[src/rtl/uart_tx_fsm_ser.sv]
// uart_tx_fsm_ser: UART transmitter; start bit, DATA_WIDTH data bits LSB first, optional parity, one stop bit.
// Each bit lasts P = prescale (8, 16 or 32; anything else is 8) clock cycles.
module uart_tx_fsm_ser #(
   parameter int DATA_WIDTH = 8,
   parameter int PRESCALE_W = 6
) (
   input  logic                  clk,
   input  logic                  rst,
   input  logic [DATA_WIDTH-1:0] p_data,
   input  logic                  data_valid,
   input  logic                  par_en,
   input  logic                  par_typ,
   input  logic [PRESCALE_W-1:0] prescale,
   output logic                  tx_out,
   output logic                  busy,
   output logic                  tx_done
);
   localparam int IW = $clog2(DATA_WIDTH);
   localparam logic [IW-1:0] LAST = IW'(DATA_WIDTH - 1);
   typedef enum logic [2:0] {IDLE, START, DATA, PARITY, STOP} state_t;
   state_t state, state_n;
   logic [PRESCALE_W-1:0] cnt, cnt_n, per, per_n, per_dec;
   logic [IW-1:0] idx, idx_n;
   logic [DATA_WIDTH-1:0] shift, shift_n;
   logic pen, pen_n, pbit, pbit_n, tx_n, wrap;
   assign per_dec = (prescale == PRESCALE_W'(8) || prescale == PRESCALE_W'(16) ||
                     prescale == PRESCALE_W'(32)) ? prescale : PRESCALE_W'(8);
   assign wrap = cnt == per - PRESCALE_W'(1);
   always_comb begin
      state_n = state;
      cnt_n   = wrap ? '0 : cnt + PRESCALE_W'(1);
      idx_n   = idx;
      shift_n = shift;
      per_n   = per;
      pen_n   = pen;
      pbit_n  = pbit;
      case (state)
         IDLE: begin
            cnt_n = '0;
            if (data_valid) begin
               state_n = START;
               shift_n = p_data;
               per_n   = per_dec;
               pen_n   = par_en;
               pbit_n  = ^p_data ^ par_typ;
               idx_n   = '0;
            end
         end
         START:  state_n = wrap ? DATA : state;
         DATA: begin
            if (wrap) begin
               shift_n = shift >> 1;
               idx_n   = idx + IW'(1);
               state_n = (idx == LAST) ? (pen ? PARITY : STOP) : DATA;
            end
         end
         PARITY: state_n = wrap ? STOP : state;
         STOP:   state_n = wrap ? IDLE : state;
         default: state_n = IDLE;
      endcase
      // tx_out is registered, so it is driven from the state being entered
      tx_n = state_n == START ? 1'b0 : state_n == DATA ? shift_n[0] :
             state_n == PARITY ? pbit_n : 1'b1;
   end
   always_ff @(posedge clk or posedge rst) begin
      if (rst) begin
         state   <= IDLE;
         cnt     <= '0;
         idx     <= '0;
         shift   <= '0;
         per     <= '0;
         pen     <= 1'b0;
         pbit    <= 1'b0;
         tx_out  <= 1'b1;
         busy    <= 1'b0;
         tx_done <= 1'b0;
      end else begin
         state   <= state_n;
         cnt     <= cnt_n;
         idx     <= idx_n;
         shift   <= shift_n;
         per     <= per_n;
         pen     <= pen_n;
         pbit    <= pbit_n;
         tx_out  <= tx_n;
         busy    <= state_n != IDLE;
         tx_done <= state == STOP && wrap;
      end
   end
endmodule
[config.mk]
export PLATFORM = sky130hd
export DESIGN_NAME = uart_tx_fsm_ser
export DESIGN_NICKNAME = d
export VERILOG_FILES = /design/src/rtl/uart_tx_fsm_ser.sv
export SDC_FILE = /design/constraint.sdc
export NUM_CORES = 1
export LEC_CHECK = 0
export BUFFER_PORTS_ARGS = -buffer_cell sky130_fd_sc_hd__clkbuf_2
export CORE_MARGIN = 3
export CORE_UTILIZATION = 40
export CTS_CLUSTER_SIZE = 16
export DETAILED_ROUTE_END_ITERATION = 8
export PLACE_DENSITY_LB_ADDON = 0.08
export REMOVE_ABC_BUFFERS = 1
export SLEW_MARGIN = 20
export SYNTH_ARGS = -nofsm -noshare
export SYNTH_HDL_FRONTEND = slang
export SYNTH_SLANG_ARGS = --single-unit
[constraint.sdc]
create_clock -name clk -period 2.8 [get_ports clk]
set_input_delay 0.14 -clock clk [delete_from_list [all_inputs] [get_ports clk]]
set_output_delay 0.14 -clock clk [all_outputs]
set_load 0.01 [all_outputs]
# --- Word-level counts from Yosys, hierarchy flattened ---
# Index checks and enable logic that the tools add are counted.
op_classes:
  magnitude_cmp: 0
  n_mul: 0
  eq_ne: 14
  mux: 22
  n_reduce_logical: 9
  bitwise_logic: 1
  add_sub_neg: 3
  n_shift: 0
  n_div: 0
ops:
  columns: ["op", "n"]
  rows:
  - ["$mux W3", 9]
  - ["$mux W6", 3]
  - ["$mux W8", 2]
  - ["$pmux W8 S2", 1]
  - ["$pmux W3 S5", 1]
  - ["$eq A3 B2 Y1 const B", 4]
  - ["$reduce_xor A8 Y1", 1]
  - ["$add A6 B1 Y6 const B", 1]
  - ["$eq A3 B1 Y1 const B", 2]
  - ["$eq A3 B3 Y1 const B", 2]
  - ["$eq A6 B4 Y1 const B", 1]
  - ["$eq A6 B5 Y1 const B", 1]
  - ["$eq A6 B6 Y1", 1]
  - ["$eq A6 B6 Y1 const B", 1]
  - ["$pmux W3 S2", 1]
  - ["$sub A6 B1 Y6 const B", 1]
  - ["$mux W1", 5]
  - ["$ne A2 B2 Y1 const B", 2]
  - ["$add A3 B1 Y3 const B", 1]
  - ["$logic_not A3 Y1", 1]
  - ["$reduce_and A3 Y1", 1]
  - ["$reduce_bool A3 Y1", 1]
  - ["$logic_or A1 B1 Y1", 2]
  - ["$reduce_and A2 Y1", 1]
  - ["3 further kinds", 3]
word_totals:
  mem_bits_rw: 0
  n_memories: 0
  inputBits: 19
  output_inout_bits: 3
  mem_bits_ro: 0
  latchBits: 0
  reg_bits: 31

# --- Logic depth before layout (Yosys ltp) ---
# Gate-level depths: netlist of the first run.
depth:
  word_depth: 8
  mapped_depth: 9

# --- Least setup slack after synthesis of the first run ---
# OpenSTA, ideal clock, no wires.
synth_timing:
  path_type: "reg2reg"
  from: "register per[0]"
  to: "register tx_out"
  synth_period_minus_slack_ns: 2.337
  n_path_buf: 0
  arrival_time_ns: 2.251
  stages_incl_launch_ff: 7
  setup_time_ns: 0.086
  slack_ns: 0.463
  path_cell_list: "dfrtp_1 -> or4_1 -> or3_1 -> a2111oi_0 -> a221oi_1 -> a2111o_1 -> o41a_1"
synth_between:
  elab_chain_len: 8
  word_cells_on_any_way: 15
  cone_classes: "add/sub: 1; eq/ne: 4; mux: 10"
synth_lines:
  columns: ["item", "line_no", "source"]
  rows:
  - ["from (decl)", "22", "logic [PRESCALE_W-1:0] cnt, cnt_n, per, per_n, per_dec;"]
  - ["from (signal assigned)", "82", "per <= per_n;"]
  - ["$sub A6 B1 Y6 *", "28", "assign wrap = cnt == per - PRESCALE_W'(1);"]
  - ["$eq A6 B6 Y1 *", "28", null]
  - ["$mux W3, on equally long branches", null, null]
  - ["$pmux W3 S5", "37", "case (state)"]
  - ["$eq A3 B2 Y1", "63", "state_n == PARITY ? pbit_n : 1'b1;"]
  - ["$mux W1", "63", null]
  - ["$mux W1", "62", "tx_n = state_n == START ? 1'b0 : state_n == DATA ? shift_n[0] :"]
  - ["$mux W1 *", "62", null]
  - ["via tx_n", "25", "logic pen, pen_n, pbit, pbit_n, tx_n, wrap;"]
  - ["to (signal assigned)", "85", "tx_out <= tx_n;"]
  - ["to (decl)", "14", "output logic tx_out,"]
# Mark *: on every way through the listed nets, which the timed path passes. The rest lies on a longest branch. The select of a mux whose other input is x is not followed.
# A chain may end at the register's enable or synchronous reset.

# --- Worst setup path in the final report of the first run ---
# Ends and elaborated chain as after synthesis.

==> Flow_metrics.wiki, run 1 <==
{| class="wikitable"
! Metric !! Value
|-
| Run status || finished clean
|-
| Synth Register Bits || 31
|-
| Synth-to-layout area growth || 16.8%
|-
| Category of the most critical setup path || flop to flop
|-
| Unique masters post-synth || 43
|-
| Filler cell count || 341
|-
| Kind of end point of the critical path || flop
|-
| Weighted congestion at the end of routability-driven global placement || 0.912
|-
| Post-cts sizing count || 0
|-
| Detailed Route Iter0 Violations || 79
|-
| Average footprint of a synthesized cell || 9.96 um2
|-
| Total Routed Length || 3220 um
|-
| Min cycle time layout || 2520 ps
|-
| Number of warnings issued by yosys || 0
|-
| Count of nets left with antenna violations after detail routing || 0
|-
| GR Util All Layers || 14.6%
|-
| Final Instance Count excl. Fillers || 240
|-
| Total number of nets in the final design || 214
|-
| Total iterations of the first detailed-routing run || 4
|-
| Sequential cell area fraction in the yosys report || 48.2%
|-
| Leading area contributor after synthesis || sky130_fd_sc_hd__dfrtp_1
|-
| Most used flip-flop cell after synthesis || sky130_fd_sc_hd__dfrtp_1
|-
| Leakage || 0.903 nW
|-
| Mapped cell area || 1610 um2
|-
| Row cnt || 22
|-
| Clock-pin slew on the worst setup and hold paths || 70 ps
|-
| CTS root buf || sky130_fd_sc_hd__clkbuf_8
|-
| Share of the cycle needed by the critical path after routing || 90.1%
|-
| Maximum operating frequency || 0.396 GHz
|-
| Number of max-slew violations in the final report || 0
|-
| Maximum fanout encountered on the critical timing path || 5
|-
| Area enclosed by the die boundary || 4830 um2
|-
| Post-detail-place hpwl || 2460 um
|-
| Number of antenna violations at the first check in global routing || 0
|-
| Height of the die || 69.5 um
|-
| Final number of setup-violating endpoints || 0
|-
| Worst Path Arrival || 2730 ps
|-
| Global-route wire length before repair || 5700 um
|-
| Number of maximum-capacitance constraint violations || 0
|-
| Highest ir drop seen on vdd || 0.323 mV
|-
| Cell count after placement || 231
|-
| TritonCTS clock tree || yes
|-
| Horizontal die dimension || 69.5 um
|-
| Drt via density || 5.20
|-
| DR WL/cell || 13.4 um
|-
| Setup TNS after final layout || 0 ps
|-
| Unrepaired setup endpoints after global routing || false
|-
| Number of global-route vias before repair || 1256
|-
| Residual DRC count || 0
|-
| Total number of vias || 1247
|-
| Largest cells by area after synthesis || sky130_fd_sc_hd__dfrtp_1 (47%), sky130_fd_sc_hd__xnor2_1 (6.0%), sky130_fd_sc_hd__nor2_1 (4.2%), sky130_fd_sc_hd__nand2_1 (3.5%), sky130_fd_sc_hd__a21o_1 (3.3%)
|-
| Worst EP required || 3000 ps
|-
| Worst max-slew margin expressed relative to the limit || 59.6%
|-
| Clock tree sinks || 31
|-
| Area share of the largest cell type after synthesis || 46.5%
|-
| Worst slack at placement || 325 ps
|-
| I/O pin count || 22
|-
| Hold Path Class || input port to flop
|-
| Slew @ Worst Pin || 606 ps
|-
| Antenna diode count || 0
|-
| Maximum number of pins on one net before global-route repair || 17
|-
| Clock H-tree levels || 2
|-
| Power density over the cells || 964 nW/um2
|-
| Maximum clock insertion buffer count || 2
|-
| Ys async rst share || 100%
|-
| Ranking of synthesized cells by instance count || sky130_fd_sc_hd__dfrtp_1 (30), sky130_fd_sc_hd__nor2_1 (18), sky130_fd_sc_hd__nand2_1 (15)
|-
| Number of synthesized flops with an enable pin || 0
|-
| Total of buffers placed on input and output ports || 21
|-
| Fraction of final layout cells sized beyond drive strength 1 || 20.3%
|-
| Count of endpoints failing hold in the final timing report || 0
|-
| TritonCTS Buffers || 5
|-
| Starting density of the core || 42.8%
|-
| Type of element launching the critical path || flop
|-
| Total congestion overflow || 0
|-
| Core footprint || 3770 um2
|-
| Mapped Cells || 162
|-
| Dominant cell by count in the synthesized netlist || sky130_fd_sc_hd__dfrtp_1
|-
| Later-pin clock latency in the skew report || 280 ps
|-
| Post-route worst setup slack || 276 ps
|-
| Final Skew || 9.13 ps
|}
[per-layer routing]
layer / vias to the layer above / track usage [%] / share of wire [%] / wire length (um)
li1: 627 / - / - / -
met1: 583 / 19.4 / 49 / 1570
met2: 29 / 21.9 / 45 / 1450
met3: 8 / 5.07 / 5.0 / 160
met4: 0 / 5.42 / 1.4 / 44
met5: - / 0 / 0 / 0
[where the power goes]
group | leakage, nW | internal [mW] | switching, mW
clock | 0.0422 | 0.174 | 0.156
combinational | 0.475 | 0.335 | 0.382
sequential | 0.386 | 0.620 | 0.148
[critical path: stages, from the launching register on]
cell	delay (ps)
sky130_fd_sc_hd__dfrtp_1	410
sky130_fd_sc_hd__or4_1	530
sky130_fd_sc_hd__or3_1	360
sky130_fd_sc_hd__a211oi_2	360
sky130_fd_sc_hd__and3_2	290
sky130_fd_sc_hd__a21oi_1	90
sky130_fd_sc_hd__o41a_1	410
[cell families (layout without fill, tap and decap cells)]
family	Yosys count	count (layout)	synth area share, %
AND/OR/NAND/NOR	58	58	17.1
AO/OA/AOI/OAI	39	39	17.5
flip-flops	31	31	48.2
XOR/XNOR	17	17	10.1
buffers and inverters	11	41	2.64
adder cells (fa/ha/maj)	4	4	3.10
multiplexers	2	2	1.32
[state kept, by name, indices dropped and copies added, names as in the netlist]
register and count:
idx 3, busy 1, shift 8, tx_done 1
tx_out 1, state 3, pen 1, cnt 6
pbit 1, per 6
[final cells by class]
| cell class | count | area (um2) | share of cell area, % |
|---|---|---|---|
| Clock inverter | 1 | 5.00 | 0.266 |
| Inverter | 7 | 26.3 | 1.40 |
| Sequential cell | 31 | 777 | 41.3 |
| Tap cell | 48 | 60.1 | 3.19 |
| Clock buffer | 7 | 76.3 | 4.05 |
| Multi-Input combinational cell | 120 | 793 | 42.1 |
| Timing Repair Buffer | 26 | 145 | 7.71 |
[stage by stage]
| stage | hold slack, ps | total power [mW] | area, um2 | util, % |
|---|---|---|---|---|
| floorplan | 237 | 1.29 | 1600 | - |
| global placement | 214 | 1.47 | 1790 | 47.5 |
| detailed placement | 235 | 1.49 | 1790 | 47.5 |
| CTS | 61.1 | 1.82 | 1880 | 49.9 |
| global route | 82.1 | 1.98 | 1880 | 49.9 |
| finish | 70.1 | 1.82 | 1880 | 49.9 |
[worst paths after layout]
kind	slack, ps	cells after the start	from	endpoint
worst min register to register	480	1	shift[2]$_DFFE_PP0P_	shift[2]$_DFFE_PP0P_
worst min-delay path	70	3	par_en	pen$_DFFE_PP0P_
worst max-delay path	280	6	per[0]$_DFFE_PP0P_	tx_out$_DFF_PP1_
min in group asynchronous	450	3	rst	state[2]$_DFF_PP0_
max in group asynchronous	1640	4	rst	tx_out$_DFF_PP1_
worst max register to register	280	6	per[0]$_DFFE_PP0P_	tx_out$_DFF_PP1_
[layout by cell type, fill, tap and decap left out, types with 2 or more instances in the layout]
master | Yosys | layout
sky130_fd_sc_hd__a21o_1 | 7 | 7
sky130_fd_sc_hd__a21oi_1 | 4 | 4
sky130_fd_sc_hd__a22o_1 | 6 | 6
sky130_fd_sc_hd__a31oi_1 | 2 | 2
sky130_fd_sc_hd__and2_1 | 2 | 2
sky130_fd_sc_hd__and3_1 | 2 | 2
sky130_fd_sc_hd__buf_4 | 0 | 4
sky130_fd_sc_hd__clkbuf_1 | 3 | 2
sky130_fd_sc_hd__clkbuf_2 | 0 | 21
sky130_fd_sc_hd__clkbuf_8 | 0 | 5
sky130_fd_sc_hd__dfrtp_1 | 30 | 30
sky130_fd_sc_hd__ha_1 | 4 | 4
sky130_fd_sc_hd__inv_1 | 7 | 7
sky130_fd_sc_hd__nand2_1 | 15 | 15
sky130_fd_sc_hd__nand3_1 | 7 | 7
sky130_fd_sc_hd__nor2_1 | 18 | 18
sky130_fd_sc_hd__nor3_1 | 3 | 3
sky130_fd_sc_hd__o21ai_0 | 8 | 8
sky130_fd_sc_hd__o31ai_1 | 2 | 2
sky130_fd_sc_hd__or2_2 | 2 | 2
sky130_fd_sc_hd__xnor2_1 | 11 | 11
sky130_fd_sc_hd__xor2_1 | 5 | 5
[repair_timing]
item | 4_1_cts | 5_1_grt
endpoints found under the hold margin | 15 | 0
hold buffers | 1 | 0
buffers inserted | 0 | 0
No activity file was read; power rests on OpenSTA's default activity.
==> run 2, diff against run 1 <==
- BUFFER_PORTS_ARGS: -buffer_cell sky130_fd_sc_hd__clkbuf_2 -> -buffer_cell sky130_fd_sc_hd__buf_2
==> Flow_metrics.wiki, run 2 (same netlist as run 1, synthesis figures left out) <==
{| class="wikitable"
! Metric !! Value
|-
| Flip-flop count of the largest register after layout || 8
|-
| Post-detail-place hpwl || 2440 um
|-
| Kind of end point of the critical path || flop
|-
| Setup Fix Bufs, Post-CTS || 0
|-
| Slew @ Worst Pin || 592 ps
|-
| Maximum operating frequency || 0.397 GHz
|-
| Number of maximum-capacitance constraint violations || 0
|-
| Hold Path Class || input port to flop
|-
| Run status || finished clean
|-
| Fin util || 50.4%
|-
| Reg2reg setup slack || 280 ps
|-
| Max stage delay on crit path || 540 ps
|-
| Type of element launching the critical path || flop
|-
| Power density over the cells || 978 nW/um2
|-
| Share of the cycle needed by the critical path after routing || 90.0%
|-
| Total of buffers placed on input and output ports || 21
|-
| Row cnt || 22
|-
| Worst max-slew margin expressed relative to the limit || 60.5%
|-
| TritonCTS clock tree || yes
|-
| Synth-to-layout area growth || 17.9%
|-
| DR WL/cell || 13.2 um
|-
| Weighted congestion at the end of routability-driven global placement || 0.893
|-
| Starting density of the core || 42.8%
|-
| Total congestion overflow || 0
|-
| Count of nets left with antenna violations after detail routing || 0
|-
| Cell count after placement || 231
|-
| Filler cell count || 356
|-
| Category of the most critical setup path || flop to flop
|-
| Critical path buffers and inverters || 0
|-
| Highest ir drop seen on vdd || 0.346 mV
|-
| Core footprint || 3770 um2
|-
| Unrepaired setup endpoints after global routing || false
|-
| Drt via density || 5.15
|-
| Number of global-route vias before repair || 1227
|-
| Count of endpoints failing hold in the final timing report || 0
|-
| Post-cts sizing count || 0
|-
| Area enclosed by the die boundary || 4830 um2
|-
| Number of max-slew violations in the final report || 0
|-
| Global-route wire length before repair || 5570 um
|-
| Final Skew || 2.33 ps
|-
| Crit Reg-Reg Startpoint || per[0]$_DFFE_PP0P_
|-
| Setup TNS after final layout || 0 ps
|-
| Clock-pin slew on the worst setup and hold paths || 60 ps
|-
| Antenna diode count || 0
|-
| Leading cell type in the layout, fill and taps excluded || sky130_fd_sc_hd__dfrtp_1
|-
| Residual DRC count || 0
|-
| Largest registers || shift (8), cnt (6), per (6)
|-
| Detailed Route Iter0 Violations || 62
|-
| CP Cell Sequence || or4_1 -> or3_1 -> a211oi_2 -> and3_2 -> a21oi_1 -> o41a_1
|-
| Total Routed Length || 3160 um
|-
| Worst Path Arrival || 2720 ps
|-
| Final Instance Count excl. Fillers || 240
|-
| Register with the most flip-flops || shift
|-
| Maximum number of pins on one net before global-route repair || 17
|-
| Worst hold endpoint || per[4]$_DFFE_PP0P_
|-
| Startpoint of the worst setup timing path || per[0]$_DFFE_PP0P_
|-
| Later-pin clock latency in the skew report || 280 ps
|-
| GR Util All Layers || 14.3%
|-
| Maximum fanout encountered on the critical timing path || 5
|-
| Largest delay contributor family on the critical path || simple AND/OR/NAND/NOR gates
|-
| Worst slack at placement || 305 ps
|-
| Height of the die || 69.5 um
|-
| R2R Path End || tx_out$_DFF_PP1_
|-
| Horizontal die dimension || 69.5 um
|-
| Top library cells by usage in the layout, fill and taps aside || sky130_fd_sc_hd__dfrtp_1 (30), sky130_fd_sc_hd__buf_2 (21), sky130_fd_sc_hd__nor2_1 (18)
|-
| Final number of setup-violating endpoints || 0
|-
| CTS root buf || sky130_fd_sc_hd__clkbuf_8
|-
| Worst hold slack after final layout || 62.2 ps
|-
| Post-route worst setup slack || 279 ps
|-
| I/O pin count || 22
|-
| Worst EP required || 3000 ps
|-
| Maximum clock insertion buffer count || 2
|-
| Slowest cell on the critical path || sky130_fd_sc_hd__or4_1
|-
| Clock H-tree levels || 2
|-
| HP Start || prescale[3]
|-
| Hold buffer count at cts || 1
|-
| Total number of vias || 1237
|-
| Hold path cells || 2
|-
| Fraction of final layout cells sized beyond drive strength 1 || 20.8%
|-
| Clock tree sinks || 31
|-
| Number of cell instances on the worst register-to-register path || 6
|-
| Total iterations of the first detailed-routing run || 4
|-
| Number of antenna violations at the first check in global routing || 0
|-
| TritonCTS Buffers || 5
|-
| Total number of nets in the final design || 214
|-
| Min cycle time layout || 2520 ps
|-
| Leakage || 0.909 nW
|}
[run 2: layout make-up]
class | count | area [um2] | area share (%)
inverter | 7 | 26.3 | 1.38
multi-input combinational | 120 | 793 | 41.7
clock buffer | 8 | 100 | 5.26
sequential | 31 | 777 | 40.9
tap | 48 | 60.1 | 3.16
timing repair buffer | 26 | 145 | 7.63
[run 2: layer usage]
layer,track usage [%],vias up,share of wire [%]
met3,4.64,4,4.6
met5,0,-,0
met1,19.1,576,48
met4,4.77,0,1.1
li1,-,628,-
met2,22.0,29,46
[run 2: through the flow]
stage	total power, mW	cell area, um2
floorplan	1.29	1600
global placement	1.47	1790
detailed placement	1.49	1790
CTS	1.88	1900
global route	2.03	1900
finish	1.86	1900
[run 2: how the worst max path moves through the flow]
stage	slack, ps	cells past startpoint	end
2_1_floorplan	370	6	idx[0]$_DFFE_PP0P_
3_3_place_gp	370	6	tx_out$_DFF_PP1_
3_5_place_dp	300	6	tx_out$_DFF_PP1_
4_1_cts	280	6	tx_out$_DFF_PP1_
5_1_grt	160	6	tx_out$_DFF_PP1_
6_report	280	6	tx_out$_DFF_PP1_
[run 2: power breakdown]
part / leakage (nW) / internal, mW / switching [mW] / total [mW]
Combinational: 0.471 / 0.336 / 0.378 / 0.713
Sequential: 0.386 / 0.620 / 0.146 / 0.766
Clock: 0.0515 / 0.224 / 0.157 / 0.381
[run 2: worst reg2reg max path, delay by kind of cell (launching register included)]
kind	cells	cell delay (ps)
AO/OA/AOI/OAI	3	860
flip-flops	1	410
AND/OR/NAND/NOR	3	1180
==> run 3, diff against run 2 <==
==> constraint.sdc (replaced) <==
create_clock -name clk -period 3.26 [get_ports clk]
set_input_delay 0.489 -clock clk [delete_from_list [all_inputs] [get_ports clk]]
set_output_delay 0.489 -clock clk [all_outputs]
set_load 0.01 [all_outputs]
==> Flow_metrics.wiki, run 3 (same netlist as run 1, synthesis figures left out) <==
{| class="wikitable"
! Metric !! Value
|-
| Run status || finished clean
|-
| Total number of vias || 1204
|-
| Register with the most flip-flops || shift
|-
| Post-detail-place hpwl || 2360 um
|-
| Leakage || 0.881 nW
|-
| Area enclosed by the die boundary || 4830 um2
|-
| Setup Fix Bufs, Post-CTS || 0
|-
| Later-pin clock latency in the skew report || 270 ps
|-
| Leading cell type in the layout, fill and taps excluded || sky130_fd_sc_hd__dfrtp_1
|-
| Worst Path Arrival || 2850 ps
|-
| Total number of nets in the final design || 210
|-
| Unrepaired setup endpoints after global routing || false
|-
| Hold Path Class || input port to async pin
|-
| Largest delay contributor family on the critical path || simple AND/OR/NAND/NOR gates
|-
| Synth-to-layout area growth || 14.7%
|-
| Number of maximum-capacitance constraint violations || 0
|-
| Maximum fanout encountered on the critical timing path || 13
|-
| Detailed Route Iter0 Violations || 53
|-
| Post-cts sizing count || 0
|-
| Slew @ Worst Pin || 607 ps
|-
| Starting density of the core || 42.8%
|-
| Hold buffer count at cts || 0
|-
| Type of element launching the critical path || flop
|-
| Total power consumption of the routed design || 1.53 mW
|-
| Maximum number of pins on one net before global-route repair || 32
|-
| Number of cell instances on the worst register-to-register path || 6
|-
| Final Skew || 2.01 ps
|-
| Total Routed Length || 3110 um
|-
| DR WL/cell || 13.2 um
|-
| Fraction of final layout cells sized beyond drive strength 1 || 19.1%
|-
| Category of the most critical setup path || flop to flop
|-
| GR Util All Layers || 14.5%
|-
| R2R Path End || idx[0]$_DFFE_PP0P_
|-
| Residual DRC count || 0
|-
| Antenna diode count || 0
|-
| Worst hold slack after final layout || 283 ps
|-
| Core footprint || 3770 um2
|-
| Clock H-tree levels || 2
|-
| Setup TNS after final layout || 0 ps
|-
| Drt via density || 5.10
|-
| Row cnt || 22
|-
| I/O pin count || 22
|-
| CP Cell Sequence || or4_1 -> or3_1 -> a211oi_2 -> and4_2 -> nor2_1 -> mux2_2
|-
| Highest ir drop seen on vdd || 0.313 mV
|-
| Top library cells by usage in the layout, fill and taps aside || sky130_fd_sc_hd__dfrtp_1 (30), sky130_fd_sc_hd__buf_2 (21), sky130_fd_sc_hd__nor2_1 (18)
|-
| Worst max-slew margin expressed relative to the limit || 59.2%
|-
| Startpoint of the worst setup timing path || per[0]$_DFFE_PP0P_
|-
| Min cycle time layout || 2690 ps
|-
| CP endpoint || idx[0]$_DFFE_PP0P_
|-
| Clock-pin slew on the worst setup and hold paths || 60 ps
|-
| Number of antenna violations at the first check in global routing || 0
|-
| Maximum operating frequency || 0.372 GHz
|-
| Share of the cycle needed by the critical path after routing || 82.4%
|-
| Count of endpoints failing hold in the final timing report || 0
|-
| Logic depth of the worst path, buffers included || 6
|-
| Crit Reg-Reg Startpoint || per[0]$_DFFE_PP0P_
|-
| Largest registers || shift (8), cnt (6), per (6)
|-
| Total iterations of the first detailed-routing run || 4
|-
| Number of global-route vias before repair || 1226
|-
| Count of nets left with antenna violations after detail routing || 0
|-
| Power density over the cells || 829 nW/um2
|-
| Global-route wire length before repair || 5620 um
|-
| Maximum clock insertion buffer count || 2
|-
| Flip-flop count of the largest register after layout || 8
|-
| Height of the die || 69.5 um
|-
| Total of buffers placed on input and output ports || 21
|-
| Footprint of the multi-input gates || 793 um2
|-
| Weighted congestion at the end of routability-driven global placement || 0.892
|-
| TritonCTS Buffers || 5
|-
| Clock tree sinks || 31
|-
| Seq. cell area || 777 um2
|-
| Worst EP required || 3420 ps
|-
| Critical path buffers and inverters || 0
|-
| Kind of end point of the critical path || flop
|-
| Total congestion overflow || 0
|-
| Max stage delay on crit path || 550 ps
|-
| CTS root buf || sky130_fd_sc_hd__clkbuf_8
|-
| Slowest cell on the critical path || sky130_fd_sc_hd__or4_1
|-
| Final number of setup-violating endpoints || 0
|-
| Horizontal die dimension || 69.5 um
|-
| Filler cell count || 359
|-
| Number of max-slew violations in the final report || 0
|-
| Reg2reg setup slack || 570 ps
|-
| TritonCTS clock tree || yes
|}
## run 3: worst min path at each step
stage                         start                   end  slack (ps)  cells after the start
6_report                        rst       pen$_DFFE_PP0P_         280                      3
5_1_grt                         rst    per[4]$_DFFE_PP0P_         330                      3
4_1_cts                         rst  shift[7]$_DFFE_PP0P_         300                      3
3_5_place_dp   shift[3]$_DFFE_PP0P_  shift[3]$_DFFE_PP0P_         470                      1
3_3_place_gp   shift[2]$_DFFE_PP0P_  shift[2]$_DFFE_PP0P_         460                      1
2_1_floorplan  shift[2]$_DFFE_PP0P_  shift[2]$_DFFE_PP0P_         450                      1
## run 3: layout make-up
cell class              instances  share of cell area (%)
clock buffers                   7                    4.12
clock inverters                 1                   0.270
inverters                       7                    1.42
multi-input cells             120                    42.9
flip-flops and latches         31                    42.0
well taps                      48                    3.25
repair buffers                 22                    6.09
## run 3: layer usage
layer	part of all wire [%]	GRT usage [%]	vias to the layer above
met2	46	22.2	25
met1	50	19.7	556
met4	0.42	5.86	0
met5	0	0	-
met3	4.2	3.48	2
li1	-	-	621
## run 3: worst min-delay path: stages
cell and delay (ps):
sky130_fd_sc_hd__buf_2 90, sky130_fd_sc_hd__inv_1 40, sky130_fd_sc_hd__buf_4 350
## run 3: power breakdown
part	leakage, nW	switching [mW]	total, mW	internal [mW]
logic	0.452	0.325	0.596	0.271
clock network	0.0422	0.129	0.278	0.149
registers	0.386	0.127	0.659	0.533
total	0.881	0.580	1.53	0.953
## run 3: through the flow
step | instance area, um2 | worst slack, ps | cells | utilization, %
after global placement | 1770 | 663 | 228 | 46.9
after floorplan | 1600 | 828 | 158 | -
after CTS | 1850 | 599 | 236 | 49.1
after global routing | 1850 | 437 | 236 | 49.1
after detailed placement | 1770 | 613 | 228 | 46.9
final | 1850 | 572 | 236 | 49.1
